### src/rtl/ps2_keyboard.sv
// PS/2 keyboard receiver: synchronizes the PS/2 bus, deframes 11-bit frames and
// folds E0/F0 prefixes into a single {ext, brk, code} key event.
module ps2_keyboard #(
   parameter int TIMEOUT_CYC = 100000,
   parameter int SYNC_STAGES = 2
) (
   input  logic       clk,
   input  logic       rst,
   input  logic       ps2_clk,
   input  logic       ps2_data,
   output logic [9:0] keydata,
   output logic       ready,
   output logic       perr
);

   localparam int TW = $clog2(TIMEOUT_CYC + 1);
   localparam logic [TW-1:0] TMO_MAX = TW'(TIMEOUT_CYC);

   typedef enum logic [1:0] {
      IDLE   = 2'd0,
      DATA   = 2'd1,
      PARITY = 2'd2,
      STOP   = 2'd3
   } state_t;

   // Odd parity over data byte plus parity bit.
   function automatic logic odd_parity_ok(input logic [7:0] b, input logic p);
      return ^{b, p};
   endfunction

   logic [SYNC_STAGES-1:0] clk_sync_r;
   logic [SYNC_STAGES-1:0] data_sync_r;
   logic                   clk_prev_r;
   logic                   fall_s;
   logic                   sdata_s;

   state_t     state_r;
   logic [2:0] bitcnt_r;
   logic [7:0] shift_r;
   logic       par_r;
   logic [TW-1:0] tmo_r;
   logic       ext_pend_r;
   logic       brk_pend_r;

   // Synchronizers, idle-high after reset so no false edge appears.
   always_ff @(posedge clk or posedge rst) begin
      if (rst) begin
         clk_sync_r  <= {SYNC_STAGES{1'b1}};
         data_sync_r <= {SYNC_STAGES{1'b1}};
         clk_prev_r  <= 1'b1;
      end else begin
         clk_sync_r  <= {clk_sync_r[SYNC_STAGES-2:0], ps2_clk};
         data_sync_r <= {data_sync_r[SYNC_STAGES-2:0], ps2_data};
         clk_prev_r  <= clk_sync_r[SYNC_STAGES-1];
      end
   end

   assign fall_s  = clk_prev_r & ~clk_sync_r[SYNC_STAGES-1];
   assign sdata_s = data_sync_r[SYNC_STAGES-1];

   // Frame receiver, timeout supervisor and key-event decoder.
   always_ff @(posedge clk or posedge rst) begin
      if (rst) begin
         state_r    <= IDLE;
         bitcnt_r   <= 3'd0;
         shift_r    <= 8'h00;
         par_r      <= 1'b0;
         tmo_r      <= '0;
         ext_pend_r <= 1'b0;
         brk_pend_r <= 1'b0;
         keydata    <= 10'h000;
         ready      <= 1'b0;
         perr       <= 1'b0;
      end else begin
         ready <= 1'b0;
         if (fall_s) begin
            // An edge always wins over a coincident timeout.
            tmo_r <= '0;
            case (state_r)
               IDLE: begin
                  if (!sdata_s) begin
                     state_r  <= DATA;
                     bitcnt_r <= 3'd0;
                  end else begin
                     state_r <= IDLE;
                  end
               end
               DATA: begin
                  shift_r  <= {sdata_s, shift_r[7:1]};
                  bitcnt_r <= bitcnt_r + 3'd1;
                  if (bitcnt_r == 3'd7) begin
                     state_r <= PARITY;
                  end else begin
                     state_r <= DATA;
                  end
               end
               PARITY: begin
                  par_r   <= sdata_s;
                  state_r <= STOP;
               end
               STOP: begin
                  state_r <= IDLE;
                  if (!sdata_s || !odd_parity_ok(shift_r, par_r)) begin
                     perr       <= 1'b1;
                     ext_pend_r <= 1'b0;
                     brk_pend_r <= 1'b0;
                  end else if (shift_r == 8'hE0) begin
                     ext_pend_r <= 1'b1;
                  end else if (shift_r == 8'hF0) begin
                     brk_pend_r <= 1'b1;
                  end else begin
                     keydata    <= {ext_pend_r, brk_pend_r, shift_r};
                     ready      <= 1'b1;
                     perr       <= 1'b0;
                     ext_pend_r <= 1'b0;
                     brk_pend_r <= 1'b0;
                  end
               end
               default: begin
                  state_r <= IDLE;
               end
            endcase
         end else if (state_r != IDLE) begin
            if (tmo_r < TMO_MAX) begin
               tmo_r <= tmo_r + TW'(1);
            end else begin
               state_r  <= IDLE;
               bitcnt_r <= 3'd0;
               tmo_r    <= '0;
               perr     <= 1'b1;
            end
         end else begin
            tmo_r <= '0;
         end
      end
   end

endmodule

### config.mk
export PLATFORM = sky130hd
export DESIGN_NAME = ps2_keyboard
export DESIGN_NICKNAME = d
export VERILOG_FILES = /design/src/rtl/ps2_keyboard.sv
export SDC_FILE = /design/constraint.sdc
export NUM_CORES = 1
export LEC_CHECK = 0
export CAP_MARGIN = 20
export CORE_MARGIN = 10
export CORE_UTILIZATION = 60
export DETAILED_ROUTE_END_ITERATION = 8
export GPL_TIMING_DRIVEN = 1
export PLACE_DENSITY_LB_ADDON = 0.25
export SLEW_MARGIN = 10
export SYNTH_ARGS = -nofsm -noshare
export SYNTH_HDL_FRONTEND = slang
export SYNTH_SLANG_ARGS = --single-unit
### constraint.sdc
create_clock -name clk -period 2.9 [get_ports clk]
set_clock_uncertainty 0.15 [all_clocks]
set_input_delay 0.29 -clock clk [delete_from_list [all_inputs] [get_ports clk]]
set_output_delay 0.29 -clock clk [all_outputs]
set_load 0.05 [all_outputs]
-- Word-level counts from Yosys, hierarchy flattened
Cells that the tools add are included.
- input port bits: 4
- flip-flop bits (word level): 50
- muxes and demuxes: 31
- bitwise gates (word level): 5
- equal/unequal tests: 14
- $lt $le $gt $ge: 1
- reductions and logical operators: 15
- add/sub/neg operators: 2
- operator list (kind ; number):
    $mux W17 ; 3
    $mux W1 ; 18
    $add A17 B1 Y17 const B ; 1
    $lt A17 B17 Y1 const B ; 1
    $eq A8 B8 Y1 const B ; 2
    $mux W3 ; 4
    $ne A3 B3 Y1 const B ; 4
    $reduce_and A5 Y1 ; 2
    $reduce_xor A9 Y1 ; 1
    $mux W2 ; 4
    $pmux W2 S4 ; 1
    $pmux W3 S2 ; 1
    $reduce_and A2 Y1 ; 3
    $reduce_and A3 Y1 ; 2
    $eq A2 B2 Y1 const B ; 2
    $ne A2 B2 Y1 const B ; 2
    $not A1 Y1 ; 4
    $reduce_and A4 Y1 ; 1
    $reduce_bool A2 Y1 ; 2
    $add A3 B1 Y3 const B ; 1
    $eq A3 B3 Y1 const B ; 1
    $ne A3 B1 Y1 const B ; 1
    $eq A2 B1 Y1 const B ; 1
    $logic_not A1 Y1 ; 2
    4 further kinds ; 4

-- Logic depth before layout (Yosys ltp)
Gate-level depths: netlist of run 1.
- depth in word-level cells: 6
- gate-level depth with buffers: 9
- depth with buffers taken out: 6

-- Least setup slack after synthesis of run 1
Ideal clock, no wire load.
- path type: flip-flop to flip-flop
- from: reg shift_r[6]
- to: reg keydata[7]
- data required time: 2624 ps
- stages on the path, launching flop included: 8
- setup slack: 359 ps
- data arrival time: 2265 ps
- library setup time: 126 ps
- clock period less this slack: 2541 ps
- cell sequence: dfrtp_1 -> buf_6 -> xnor2_1 -> xnor3_2 -> o311a_1 -> o22ai_2 -> o21ai_2 -> a221o_1
- longest elaborated chain between the ends: 5
- ends and longest elaborated chain (item ; line ; text):
    start, declared ; 39 ; logic [7:0] shift_r;
    start signal, assigned ; 89 ; shift_r <= {sdata_s, shift_r[7:1]};
    $reduce_xor A9 Y1 ; 28 ; return ^{b, p};
    $logic_not A1 Y1 ; 103 ; if (!sdata_s || !odd_parity_ok(shift_r, par_r)) begin
    $logic_or A1 B1 Y1 ; 103 ;
    $not A1 Y1 (no source line) ; n/a ;
    $reduce_and A5 Y1 (no source line) * ; n/a ;
    end signal, assigned ; 112 ; keydata <= {ext_pend_r, brk_pend_r, shift_r};
    end, declared ; 11 ; output logic [9:0] keydata,
Mark *: on every way between the ends. The rest lies on a longest branch, timed or not.
A chain may end at the register's enable or synchronous reset.

-- Worst setup path in the final report of run 1
- from: reg shift_r[5]
- to: reg keydata[4]
The elaborated chain is that of the path after synthesis.

==> results.json, run 1 <==
{
  "r2r_start": "shift_r[5]",
  "r2r_end": "keydata[4]",
  "seq_power_share_pct": 30.7,
  "gp_congestion": 0.990,
  "combPwrFrac_pct": 53.7,
  "peakVddDrop_mv": 0.552,
  "first_pass_iters": 4,
  "timing.slew.headroom_pct": 53.3,
  "final_area_um2": 3230,
  "power.total_mw": 2.89,
  "arrival_ns": 2.71,
  "avgSynthCellArea_um2": 9.75,
  "finalCritPeriodShare_pct": 91.6,
  "p_sw_share_pct": 40.7,
  "h-tree-depth": 2,
  "hold_class": "flip-flop to flip-flop",
  "ant_nets": 0,
  "startpoint_type": "flip-flop",
  "cts_resized": 0,
  "drt_iter0_drc": 196,
  "path_class": "flip-flop to flip-flop",
  "die_x_um": 89.7,
  "start_util_pct": 61.7,
  "whs_endpoint": "data_sync_r[1]",
  "timing.critical_path.buf_inv": 1,
  "ys.flop_type": "dfrtp_1",
  "min_path_cells": 0,
  "drc": 0,
  "clk_pin_slew_ns": 0.10,
  "cpMaxStageDelayCell": "dfrtp_1",
  "period_minus_slack_ns": 2.66,
  "p_clk_share_pct": 15.5,
  "switchingPower_mw": 1.18,
  "worst_pin_slew_ns": 0.692,
  "gr-total-overflow": 0,
  "io_buffers": 15,
  "grt_pass1_vias": 2273,
  "rows": 25,
  "utilization_pct": 68.4,
  "hold_viol": 0,
  "synth_cells": 299,
  "viasPerCell": 6.00,
  "ctsLongestPathBuffers": 2,
  "crit_family": "compound AO/OA/AOI/OAI gates",
  "wirelength_mm": 6.16,
  "grt_max_degree": 51,
  "status": "completed",
  "seq_area_frac_synth_pct": 43.2,
  "mappedNetlistArea_um2": 2910,
  "cts_tree": "done",
  "layout_common_cells": "dfrtp_1 (45), nor2_1 (35), nand2_1 (26), o21ai_0 (17), nand3_1 (16)",
  "rsz0062_at_grt": "false",
  "crit_chain": "buf_4, xnor2_1, xnor3_1, nand2_1, a32o_1, a211o_1, a221o_1",
  "fin_tns_setup_ns": 0,
  "max_freq_mhz": 377,
  "grt_pass1_wl_mm": 10.7,
  "required_ns": 2.95,
  "p_leak_nw": 1.42,
  "post_cts_buffers": 0,
  "drive_above_1_share_pct": 12.1,
  "maxCapViolations": 0,
  "grt_usage_pct": 16.9,
  "reg2reg_slack_ns": 0.24,
  "areaGrowthSynthToFinish_pct": 10.9,
  "path_max_fanout": 9,
  "hp-start": "data_sync_r[0]",
  "clkLatencyLatePin_ns": 0.31,
  "antenna_cells": 0,
  "routedWlPerCell_um": 16.2,
  "ys_types": 55,
  "ys_warn_count": 0,
  "core_um2": 4720,
  "r2r_cells": 7,
  "synth_edf_count": 0,
  "fp.dieArea_um2": 8040,
  "nNetsFinal": 319,
  "power_density_nw_per_um2": 893,
  "internal-power_mw": 1.71,
  "postPlaceCellArea_um2": 3130,
  "clock-sinks": 50,
  "setup_viol": 0,
  "final_common_cell": "dfrtp_1",
  "slew_viol_final": 0,
  "num_vias": 2281,
  "antenna_found_initial": 0,
  "hpwl_mm": 4.36,
  "io_pins": 16,
  "synth_seq_cells": 50,
  "ctsHoldBuffers": 0,
  "async_flop_share_pct": 100,
  "cts-root-buf": "clkbuf_8",
  "slowest_delay_ns": 0.40,
  "syn-num-nets": 306,
  "crit_path_start": "shift_r[5]",
  "fp.dieH_um": 89.7,
  "numCtsBuffers": 5,
  "critPathCaptureType": "flip-flop"
}
[worst max path at each step]
stage | endpoint | slack, ns | cells past startpoint
finish | keydata[4] | 0.24 | 7
global route | keydata[4] | 0.07 | 7
CTS | keydata[4] | 0.26 | 7
detailed placement | keydata[4] | 0.26 | 7
global placement | keydata[4] | 0.28 | 7
floorplan | keydata[7] | 0.36 | 7
[worst reg2reg max path, stage by stage (launching register included)]
cell and delay, ns:
dfrtp_1 0.40, buf_4 0.17, xnor2_1 0.34, xnor3_1 0.38, nand2_1 0.26, a32o_1 0.34, a211o_1 0.26, a221o_1 0.25
[cells by family after synthesis]
family,synth area share (%)
compound gates,16.6
simple gates,19.0
flops,43.2
buf+inv,3.95
mux,4.89
xor+xnor,10.8
fa+ha+maj,1.63
[metal layers]
metal / up-vias / global-route usage [%] / part of all wire, %
met5: - / 0 / 0
met4: 0 / 6.07 / 1.9
met3: 13 / 3.61 / 5.3
met2: 72 / 28.4 / 49
met1: 1089 / 20.8 / 44
li1: 1107 / - / -
[power by group through the flow]
stage               registers, mW  clock network [mW]  logic, mW
floorplan                   0.832                   0       1.30
global placement            0.891                   0       1.49
detailed placement          0.898                   0       1.52
CTS                         0.884               0.459       1.54
global route                0.898               0.488       1.67
finish                      0.887               0.448       1.55
[per-stage QoR]
step           worst slack [ns]  instances  hold WS [ns]
6_report                  0.244        380         0.209
5_1_grt                  0.0713        380         0.215
2_1_floorplan             0.359        299         0.144
3_3_place_gp              0.276        372         0.196
4_1_cts                   0.255        380         0.210
3_5_place_dp              0.257        372         0.197
[flip-flops by register name (all words and copies together), names as in the netlist]
name         count
keydata         10
clk_sync_r       2
clk_prev_r       1
par_r            1
data_sync_r      2
state_r          2
tmo_r           17
brk_pend_r       1
ext_pend_r       1
ready            1
perr             1
shift_r          8
bitcnt_r         3
[cells in the mapped netlist (8+ instances only)]
cell type | instances | area share (%)
a21oi_1 | 12 | 2.1
and3_1 | 8 | 1.7
clkbuf_1 | 9 | 1.2
dfrtp_1 | 45 | 39
mux2_2 | 8 | 3.1
nand2_1 | 26 | 3.3
nand3_1 | 16 | 2.7
nor2_1 | 35 | 4.5
o21ai_0 | 17 | 2.9
xnor2_1 | 11 | 3.3
xor2_1 | 8 | 2.4
[cell type report]
type                    count  area, µm²
inverters                   7       26.3
multi-input cells         224       1540
clock inverters             1       8.76
clock buffers               7       96.3
well taps                  67       83.8
repair buffers             24        218
flip-flops and latches     50       1260
fillers                   364       1490
(Power assumes the default switching activity.)
==> inputs of run 2 (changes only) <==
--- a/config.mk
+++ b/config.mk
@@ -11,7 +11,7 @@
 export DETAILED_ROUTE_END_ITERATION = 8
 export GPL_TIMING_DRIVEN = 1
 export PLACE_DENSITY_LB_ADDON = 0.25
-export SLEW_MARGIN = 10
+export SLEW_MARGIN = 25
 export SYNTH_ARGS = -nofsm -noshare
 export SYNTH_HDL_FRONTEND = slang
 export SYNTH_SLANG_ARGS = --single-unit
==> results of run 2 <==
The final DEF is identical to that of run 1; final timing and power are the same.
==> inputs of run 3 (changes only) <==
--- a/config.mk
+++ b/config.mk
@@ -7,9 +7,10 @@
 export LEC_CHECK = 0
 export CAP_MARGIN = 20
 export CORE_MARGIN = 10
-export CORE_UTILIZATION = 60
+export CORE_UTILIZATION = 47
 export DETAILED_ROUTE_END_ITERATION = 8
 export GPL_TIMING_DRIVEN = 1
+export MAX_ROUTING_LAYER = met4
 export PLACE_DENSITY_LB_ADDON = 0.25
 export SLEW_MARGIN = 25
 export SYNTH_ARGS = -nofsm -noshare
==> run 3 against run 2 <==
- non-clock buffer count is 6 higher
- maximum frequency is 0.39% higher
- clock-buffer cell count is 1 higher
- cell area is 1.9% higher
- hold slack worse by 0.043 ns
- sequential power is 2.8% lower
- combinational power is 3% higher
- die area is 21% higher
- global-route usage is 2.8 points lower
- largest cell class unchanged
==> results.json, run 3 (synthesized netlist as in run 1, its figures left out) <==
{
  "status": "completed",
  "period_minus_slack_ns": 2.65,
  "worst_pin_slew_ns": 0.722,
  "rsz0062_at_grt": "false",
  "p_sw_share_pct": 39.9,
  "post_cts_buffers": 0,
  "h-tree-depth": 2,
  "hpwl_mm": 4.91,
  "r2r_start": "shift_r[4]",
  "io_pins": 16,
  "hold_viol": 0,
  "die_x_um": 98.7,
  "fin_tns_setup_ns": 0,
  "finalCritPeriodShare_pct": 91.2,
  "r2r_end": "keydata[8]",
  "slew_viol_final": 0,
  "startpoint_type": "flip-flop",
  "required_ns": 2.95,
  "max_freq_mhz": 378,
  "power_density_nw_per_um2": 892,
  "instances_no_fill": 394,
  "clk_pin_slew_ns": 0.09,
  "grt_pass1_vias": 2255,
  "drc": 0,
  "wirelength_mm": 6.59,
  "final_common_cell": "dfrtp_1",
  "grt_max_degree": 23,
  "combPwrFrac_pct": 54.6,
  "met2_usage_pct": 22.3,
  "crit_chain": "xnor2_2, xnor3_2, o311a_1, o22ai_2, o21ai_2, a221o_1",
  "seq_power_share_pct": 29.3,
  "ant_nets": 0,
  "fp.dieArea_um2": 9750,
  "utilization_pct": 55.3,
  "areaGrowthSynthToFinish_pct": 13.0,
  "viasPerCell": 5.86,
  "p_clk_share_pct": 16.0,
  "ctsHoldBuffers": 0,
  "grt_pass1_wl_mm": 11.2,
  "reg.largest.list": "tmo_r x17, keydata x10, shift_r x8",
  "met3_usage_pct": 3.00,
  "p_leak_nw": 1.46,
  "path_max_fanout": 9,
  "peakVddDrop_mv": 0.735,
  "clock-sinks": 50,
  "slowest_delay_ns": 0.54,
  "gp_congestion": 0.934,
  "fp.dieH_um": 98.7,
  "critPathCaptureType": "flip-flop",
  "cts_resized": 0,
  "internal-power_mw": 1.77,
  "dp.cells": 386,
  "hold_class": "input port to async pin",
  "switchingPower_mw": 1.17,
  "top_register": "tmo_r",
  "start_util_pct": 48.9,
  "layout_common_cells": "dfrtp_1 (45), nor2_1 (35), nand2_1 (26), o21ai_0 (17), nand3_1 (16)",
  "cpMaxStageDelayCell": "xnor3_2",
  "grt.busiest_layer": "met2",
  "maxCapViolations": 0,
  "core_um2": 5960,
  "timing.slew.headroom_pct": 51.3,
  "drive_above_1_share_pct": 13.8,
  "crit_path_end": "keydata[8]",
  "reg2reg_slack_ns": 0.25,
  "arrival_ns": 2.69,
  "drt_iter0_drc": 195,
  "crit_path_start": "shift_r[4]",
  "cts-root-buf": "clkbuf_8",
  "largest_register_ffs": 17,
  "io_buffers": 15,
  "ctsLongestPathBuffers": 2,
  "use_met1_pct": 17.3,
  "numCtsBuffers": 5,
  "cts_tree": "done",
  "routedWlPerCell_um": 16.7,
  "antenna_cells": 0,
  "gr-total-overflow": 0,
  "path_class": "flip-flop to flip-flop",
  "nNetsFinal": 325,
  "r2r_cells": 6,
  "setup_viol": 0,
  "first_pass_iters": 6,
  "rows": 28,
  "antenna_found_initial": 0,
  "clkLatencyLatePin_ns": 0.30,
  "grt_usage_pct": 14.1,
  "num_vias": 2307
}
run 3: metal layers:
metal,wire [µm],vias to the layer above
li1,-,1117
met1,2990,1127
met2,3170,53
met3,319,10
met4,110,0
met5,0,-
run 3: per-stage QoR:
| step | worst slack [ns] | hold WS (ns) | instance area, µm² | total power [mW] |
|---|---|---|---|---|
| CTS | 0.243 | 0.178 | 3290 | 2.95 |
| floorplan | 0.359 | 0.144 | 2910 | 2.13 |
| detailed placement | 0.278 | 0.202 | 3180 | 2.47 |
| finish | 0.255 | 0.166 | 3290 | 2.94 |
| global route | 0.121 | 0.199 | 3290 | 3.13 |
| global placement | 0.320 | 0.196 | 3180 | 2.45 |
run 3: layout make-up:
type / instances / area [µm²]
Fill cell: 551 / 2660
Tap cell: 75 / 93.8
Clock buffer: 8 / 110
Timing Repair Buffer: 30 / 263
Multi-Input combinational cell: 224 / 1540
Sequential cell: 50 / 1260
Inverter: 7 / 26.3
run 3: worst min-delay path by stage:
stage                        start              to  depth (start not counted)
floorplan                  ps2_clk   clk_sync_r[0]                          0
detailed placement   clk_sync_r[0]   clk_sync_r[1]                          0
finish                         rst        tmo_r[5]                          2
global placement    data_sync_r[0]  data_sync_r[1]                          0
global route                   rst        tmo_r[4]                          2
CTS                            rst      shift_r[2]                          2
run 3: critical path, delay by kind of cell, from the launching register on:
kind / cells / cell delay (ns)
DFF: 1 / 0.47
xor gates and xnor gates: 2 / 0.89
AOI/OAI and AO/OA: 4 / 1.02
run 3: power groups by stage:
stage / logic, mW / clock network (mW) / registers [mW]
5_1_grt: 1.75 / 0.509 / 0.875
3_5_place_dp: 1.60 / 0 / 0.875
2_1_floorplan: 1.30 / 0 / 0.832
4_1_cts: 1.60 / 0.483 / 0.862
3_3_place_gp: 1.58 / 0 / 0.871
6_report: 1.60 / 0.471 / 0.862
